[config.mk]
export PLATFORM = sky130hd
export DESIGN_NAME = branch_predictor
export DESIGN_NICKNAME = d
export VERILOG_FILES = /design/src/rtl/branch_predictor.sv
export SDC_FILE = /design/constraint.sdc
export NUM_CORES = 2
export LEC_CHECK = 0
export BUFFER_PORTS_ARGS = -buffer_cell sky130_fd_sc_hd__buf_2
export CORE_ASPECT_RATIO = 1.2
export CORE_MARGIN = 4
export CORE_UTILIZATION = 40
export CTS_CLUSTER_SIZE = 16
export DETAILED_ROUTE_END_ITERATION = 10
export SETUP_SLACK_MARGIN = 0.3
export SLEW_MARGIN = 20
export SYNTH_ARGS = -nofsm -noshare
export SYNTH_HDL_FRONTEND = slang
export SYNTH_SLANG_ARGS = --single-unit
[constraint.sdc]
create_clock -name clk -period 57.6 [get_ports clk]
set_input_delay 2.88 -clock clk [delete_from_list [all_inputs] [get_ports clk]]
set_output_delay 2.88 -clock clk [all_outputs]
set_load 0.01 [all_outputs]
[src/rtl/branch_predictor.sv]
// Fetch-side branch predictor: direct-mapped BTB with 2-bit saturating direction counters,
// looked up combinationally from PCF and trained by the execute stage's branch resolution.
module branch_predictor #(
  parameter int IDX_BITS = 4,
  parameter int CNT_W    = 32
) (
  input  logic             clk,
  input  logic             rst,
  input  logic [31:0]      PCF,
  output logic             PredictTakenF,
  output logic [31:0]      PredictTargetF,
  input  logic             UpdateE,
  input  logic             JumpE,
  input  logic [31:0]      PCE,
  input  logic             TakenE,
  input  logic [31:0]      TargetE,
  input  logic             MispredictE,
  input  logic             StatClear,
  output logic [CNT_W-1:0] BranchCount,
  output logic [CNT_W-1:0] MispredictCount
);

  localparam int TAG_BITS = 30 - IDX_BITS;
  localparam int ENTRIES  = 2 ** IDX_BITS;

  // Training handshake: UpdateE is a one-cycle valid strobe with no ready; the predictor
  // always accepts it. PCE/TakenE/TargetE/JumpE/MispredictE are meaningful only while it is high.

  logic                valid_q  [ENTRIES];
  logic [TAG_BITS-1:0] tag_q    [ENTRIES];
  logic [31:0]         target_q [ENTRIES];
  logic [1:0]          ctr_q    [ENTRIES];

  logic [CNT_W-1:0] branch_cnt_q, branch_cnt_d;
  logic [CNT_W-1:0] mis_cnt_q, mis_cnt_d;

  function automatic logic [1:0] sat_inc(input logic [1:0] c);
    return (c == 2'b11) ? c : c + 2'd1;
  endfunction

  function automatic logic [1:0] sat_dec(input logic [1:0] c);
    return (c == 2'b00) ? c : c - 2'd1;
  endfunction

  // Fetch-side lookup
  logic [IDX_BITS-1:0] f_idx;
  logic [TAG_BITS-1:0] f_tag;
  logic                f_hit;

  assign f_idx = PCF[IDX_BITS+1:2];
  assign f_tag = PCF[31:IDX_BITS+2];
  assign f_hit = valid_q[f_idx] && (tag_q[f_idx] == f_tag);

  assign PredictTakenF  = f_hit && ctr_q[f_idx][1];
  assign PredictTargetF = f_hit ? target_q[f_idx] : 32'b0;

  // Execute-side training
  logic [IDX_BITS-1:0] e_idx;
  logic [TAG_BITS-1:0] e_tag;
  logic                e_hit;
  logic                upd_we;
  logic                valid_d;
  logic [TAG_BITS-1:0] tag_d;
  logic [31:0]         target_d;
  logic [1:0]          ctr_d;

  assign e_idx = PCE[IDX_BITS+1:2];
  assign e_tag = PCE[31:IDX_BITS+2];
  assign e_hit = valid_q[e_idx] && (tag_q[e_idx] == e_tag);

  always_comb begin
    upd_we   = 1'b0;
    valid_d  = valid_q[e_idx];
    tag_d    = tag_q[e_idx];
    target_d = target_q[e_idx];
    ctr_d    = ctr_q[e_idx];
    if (UpdateE) begin
      if (e_hit) begin
        upd_we = 1'b1;
        if (JumpE) begin
          ctr_d    = 2'b11;
          target_d = TargetE;
        end else if (TakenE) begin
          ctr_d    = sat_inc(ctr_q[e_idx]);
          target_d = TargetE;
        end else begin
          ctr_d = sat_dec(ctr_q[e_idx]);
        end
      end else if (TakenE) begin
        // Only taken resolutions allocate; a jump starts strongly taken.
        upd_we   = 1'b1;
        valid_d  = 1'b1;
        tag_d    = e_tag;
        target_d = TargetE;
        ctr_d    = JumpE ? 2'b11 : 2'b10;
      end
    end
  end

  always_ff @(posedge clk or posedge rst) begin
    if (rst) begin
      for (int i = 0; i < ENTRIES; i++) begin
        valid_q[i]  <= 1'b0;
        tag_q[i]    <= '0;
        target_q[i] <= 32'b0;
        ctr_q[i]    <= 2'b01;
      end
    end else if (upd_we) begin
      valid_q[e_idx]  <= valid_d;
      tag_q[e_idx]    <= tag_d;
      target_q[e_idx] <= target_d;
      ctr_q[e_idx]    <= ctr_d;
    end
  end

  // Performance counters saturate at all-ones; clear takes priority over counting.
  always_comb begin
    branch_cnt_d = branch_cnt_q;
    mis_cnt_d    = mis_cnt_q;
    if (StatClear) begin
      branch_cnt_d = '0;
      mis_cnt_d    = '0;
    end else if (UpdateE) begin
      if (branch_cnt_q != {CNT_W{1'b1}}) branch_cnt_d = branch_cnt_q + CNT_W'(1);
      if (MispredictE && (mis_cnt_q != {CNT_W{1'b1}})) mis_cnt_d = mis_cnt_q + CNT_W'(1);
    end
  end

  always_ff @(posedge clk or posedge rst) begin
    if (rst) begin
      branch_cnt_q <= '0;
      mis_cnt_q    <= '0;
    end else begin
      branch_cnt_q <= branch_cnt_d;
      mis_cnt_q    <= mis_cnt_d;
    end
  end

  assign BranchCount     = branch_cnt_q;
  assign MispredictCount = mis_cnt_q;

endmodule

# Yosys cells after proc, flatten, opt, wreduce, memory -nomap -nowiden
# Cells that the tools add are included.
word_totals:
  reg_bits: 1040
  input_bits: 103
  out_inout_bits: 97
  elab_cells: 155
classes:
  addsub: 4
  n_lt_le_gt_ge: 3
  eq_ne: 5
  mux: 64
  n_bitwise: 2
  n_reduce_logical: 11
op_table:
  columns: ["operator", "n"]
  rows:
  - ["$bwmux 512", 1]
  - ["$mux 32", 16]
  - ["$bwmux 416", 1]
  - ["$bmux 32 s4", 2]
  - ["$bmux 26 s4", 2]
  - ["$mux 26", 8]
  - ["$demux 32 s4", 1]
  - ["$demux 26 s4", 1]
  - ["$add 32x1->32 const B", 2]
  - ["$ne 32x32->1 const B", 2]
  - ["$eq 26x26->1", 2]
  - ["$bwmux 32", 1]
  - ["$mux 2", 12]
  - ["$bmux 2 s4", 2]
  - ["$bwmux 16", 1]
  - ["$mux 1", 12]
  - ["$ge 5x5->1 const B", 2]
  - ["$not 4->5", 2]
  - ["$bmux 1 s4", 2]
  - ["$demux 2 s4", 1]
  - ["$reduce_bool 2->1", 3]
  - ["$logic_and 1x1->1", 5]
  - ["$lt 5x1->1 const B", 1]
  - ["$demux 1 s4", 1]
  - ["other kinds (5)", 6]

# Longest topological paths before layout
depth:
  ltp_word: 11
  depth_mapped: 16
  mapped_depth_nobuf: 10

# Worst setup path before layout
# Ideal clock, no wire load.
synth_timing:
  path_kind: "in2out"
  startpoint: "in PCF[2]"
  endpoint: "out PredictTargetF[10]"
  arrival_ns: 6.208
  t_required_ns: 54.720
  slack_ns: 48.512
  path_stages: 8
  n_path_buf: 5
  cell_sequence: "clkbuf_1 > buf_1 > clkbuf_1 > buf_1 > buf_1 > mux4_2 > mux4_2 > nor2b_1"
synth_between:
  elab_chain_len: 7
  word_cells_on_any_way: 13
  classes_between: "1 x eq/ne; 10 x mux; 1 x bitwise; 1 x reduce/logical"
synth_lines:
  columns: ["element", "line_no", "source"]
  rows:
  - ["start: declaration", "9", "input logic [31:0] PCF,"]
  - ["$not 4->5 (not written as such) *", "52, 55", null]
  - ["$bmux 26 s4", "52", "assign f_hit = valid_q[f_idx] && (tag_q[f_idx] == f_tag);"]
  - ["$mux 26 (not written as such) (2 in series)", "52", null]
  - ["$eq 26x26->1", "52", null]
  - ["$logic_and 1x1->1", "52", null]
  - ["$mux 32 *", "55", "assign PredictTargetF = f_hit ? target_q[f_idx] : 32'b0;"]
  - ["end: declaration", "11", "output logic [31:0] PredictTargetF,"]
# Mark *: on every way between the ends. The rest lies on a longest branch, timed or not. The select of a mux whose other input is x is not followed.

# Worst setup path in the final report
layout_timing:
  startpoint: "in PCF[2]"
  endpoint: "out PredictTargetF[30]"
# Same word-level chain as after synthesis.

==> results.cfg <==
[setup_path]
reg2reg_slack_ns = 52.15
cp_data_arrival_time_ns = 8.91
slowest_stage = buf_4
crit_top_cell = buf_4
end_kind = output port
startpoint = PCF[2]
critPathMaxFanout = 68
cp_cell_sequence = buf_8, buf_4, buf_4, mux4_2, mux4_2, xnor2_1, nand4_1, nor4_1, nand4_1, buf_4, nor2b_1, buf_2
required_ns = 54.72
critPathKind = input port to output port
cp_slowest_stage_delay_ns = 0.85
r2r_start = tag_q[140]$_DFFE_PP0P_
start_kind = input port

[synth]
ys_seq_elements = 1040
netlist.top_cell.by_area = dfrtp_1
synth.avg_cell_area_um2 = 15.1
synth_most_common_cell = dfrtp_1
yosysWarnings = 0
syn_inst = 3771
synthMuxAreaShare_pct = 43.8
seq_area_frac_synth_pct = 45.8
synth_top_family_by_area = multiplexers
syn_area_um2 = 56800
synth_top_area_share_pct = 45.1
synthTopCellsByCount = dfrtp_1 (1024), mux2_2 (955), mux4_2 (535), clkbuf_1 (195), mux2i_1 (115)
yosys.area_share.adder_pct = 0.0440
synthFlopType = dfrtp_1
yosys-top-cells-area = dfrtp_1 (45%), mux4_2 (21%), mux2_2 (19%)
async_flop_share_pct = 100
synth-compound-area-share_pct = 2.24
synthDistinctLibCells = 78
synth_edf_count = 0
yosys.area_share.simple_pct = 3.76
synth_xor_area_share_pct = 1.52
synthesis.nets = 3876

[route]
drtIter0Drc = 2967
via_per_inst = 6.13
drt-pass1-iter-count = 5
detail_route.wl_per_cell_um = 29.2
ant_nets = 0
drc = 0
wirelength_um = 168000
num_vias = 35200

[sta]
final_hold_viol_count = 0
relSlewSlack_pct = 24.3
max_freq_ghz = 0.0848
setup_tns_ns = 0
period_minus_slack_ns = 11.79
skew_ns = 0.0546
finalSetupViolCount = 0
rsz0062_at_grt = no
worst_pin_slew_ns = 1.13
holdWs_ns = 0.484
finalMaxSlewViolations = 0
fin_crit_sh_pct = 20.5

[floorplanning]
core_area_um2 = 141000
dieArea_um2 = 148000
start_util_pct = 40.3
io_pins = 200
std_cell_rows = 151
die_h_um = 421
die_w_um = 352

[clocking]
root_buffer = clkbuf_16
cts_hold_buf = 0
cts_tree = done
ctsResizeCount = 0
htree_levels = 3
post_cts_buffers = 0
clk_pin_slew_ns = 0.06
cts_buffers = 108
cts_buffer_depth = 3
clock_latency_ns = 0.74
clock-sinks = 1040

[global_routing]
grt_pass1_vias = 36600
grt_overflow = 0
grt_max_degree = 163
grt_pass1_wl_um = 252000
antenna_found_initial = 17
grt_use_total_pct = 22.6

[flow_run]
maxCapViolations = 0

[finish]
fin_nets = 3909
fillCellCount = 12600
area.growth.synth_to_final_pct = 11.1
final_cells = 5739
drive_above_1_share_pct = 52.5
seqCellArea_um2 = 26000
multi_input_area_um2 = 29400

[power]
leakage_nw = 28.5
pwr-share-comb_pct = 19.4
p_sw_uw = 562
vdd_drop_max_mv = 0.0240
power.density_nw_per_um2 = 32.5
clkPwrFrac_pct = 35.8
p_int_mw = 1.49
fin_total_pwr_mw = 2.05
switching_share_pct = 27.4
p_seq_share_pct = 44.8

[place]
gp_congestion = 0.838
placedCellCount = 5530
io_buffers = 195
dp_hpwl_um = 99100

[min_path]
hold_start = valid_q[1]$_DFFE_PP0P_
hp-class = flop to flop

[run_status]
status = finished, final reports clean
cell type report:
cell class	instances	area share, %
Tap cell	1836	3.64
Inverter	26	0.170
Antenna cell	9	0.0357
Multi-Input combinational cell	2368	46.5
Clock inverter	38	0.819
Timing Repair Buffer	260	2.50
Clock buffer	162	5.06
Sequential cell	1040	41.3
sequential cells by signal, summed over array words and instances (netlist names):
name,cells
BranchCount,32
MispredictCount,32
valid_q,16
target_q,512
tag_q,416
ctr_q,32
layout by cell type (no fill, tap or decap), types with 58 or more instances in the layout:
master,n
clkbuf_16,109
dfrtp_1,1024
mux2_4,58
mux2_2,955
nand2_1,77
a21oi_1,59
nor2_1,88
buf_4,62
mux4_2,535
buf_2,187
mux2i_1,110
critical path: cells and delay by family:
kind,cells,cell delay [ns]
xor+xnor,1,0.34
buf+inv,5,2.81
mux,2,1.15
simple gates,4,1.57
power by group through the flow:
stage	combinational, mW	sequential [mW]	clock (mW)
final	0.398	0.920	0.734
after global routing	0.429	0.932	0.781
after CTS	0.401	0.917	0.752
after detailed placement	0.400	0.930	0
after global placement	0.394	0.926	0
after floorplan	0.313	0.904	0
worst paths after layout:
kind	endpoint	cells after the start
setup reg to reg	target_q[77]$_DFFE_PP0P_	11
setup / recovery	PredictTargetF[30]	12
max in group asynchronous	tag_q[308]$_DFFE_PP0P_	5
hold reg to reg	valid_q[1]$_DFFE_PP0P_	1
hold / removal	valid_q[1]$_DFFE_PP0P_	1
min in group asynchronous	target_q[109]$_DFFE_PP0P_	2
logic make-up after synthesis:
| kind of cell | Yosys count |
|---|---|
| buf+inv | 363 |
| flops | 1040 |
| compound gates | 189 |
| mux | 1669 |
| fa+ha+maj | 2 |
| xor+xnor | 98 |
| simple gates | 410 |
routing by layer:
metal  global-route usage (%)  wire, µm
met2                     37.3     81600
met4                     7.08      4940
met5                        0        13
met3                     3.24      8570
met1                     31.2     72400
per-stage QoR:
stage | util (%) | area (µm²) | setup slack [ns]
after floorplan | - | 56800 | 25.48
after global placement | 42.1 | 59400 | 45.69
after detailed placement | 42.1 | 59400 | 45.64
after CTS | 44.7 | 63100 | 45.63
after global routing | 44.7 | 63100 | 45.43
final | 44.7 | 63100 | 45.81
Power figures use the tool's default switching activity.
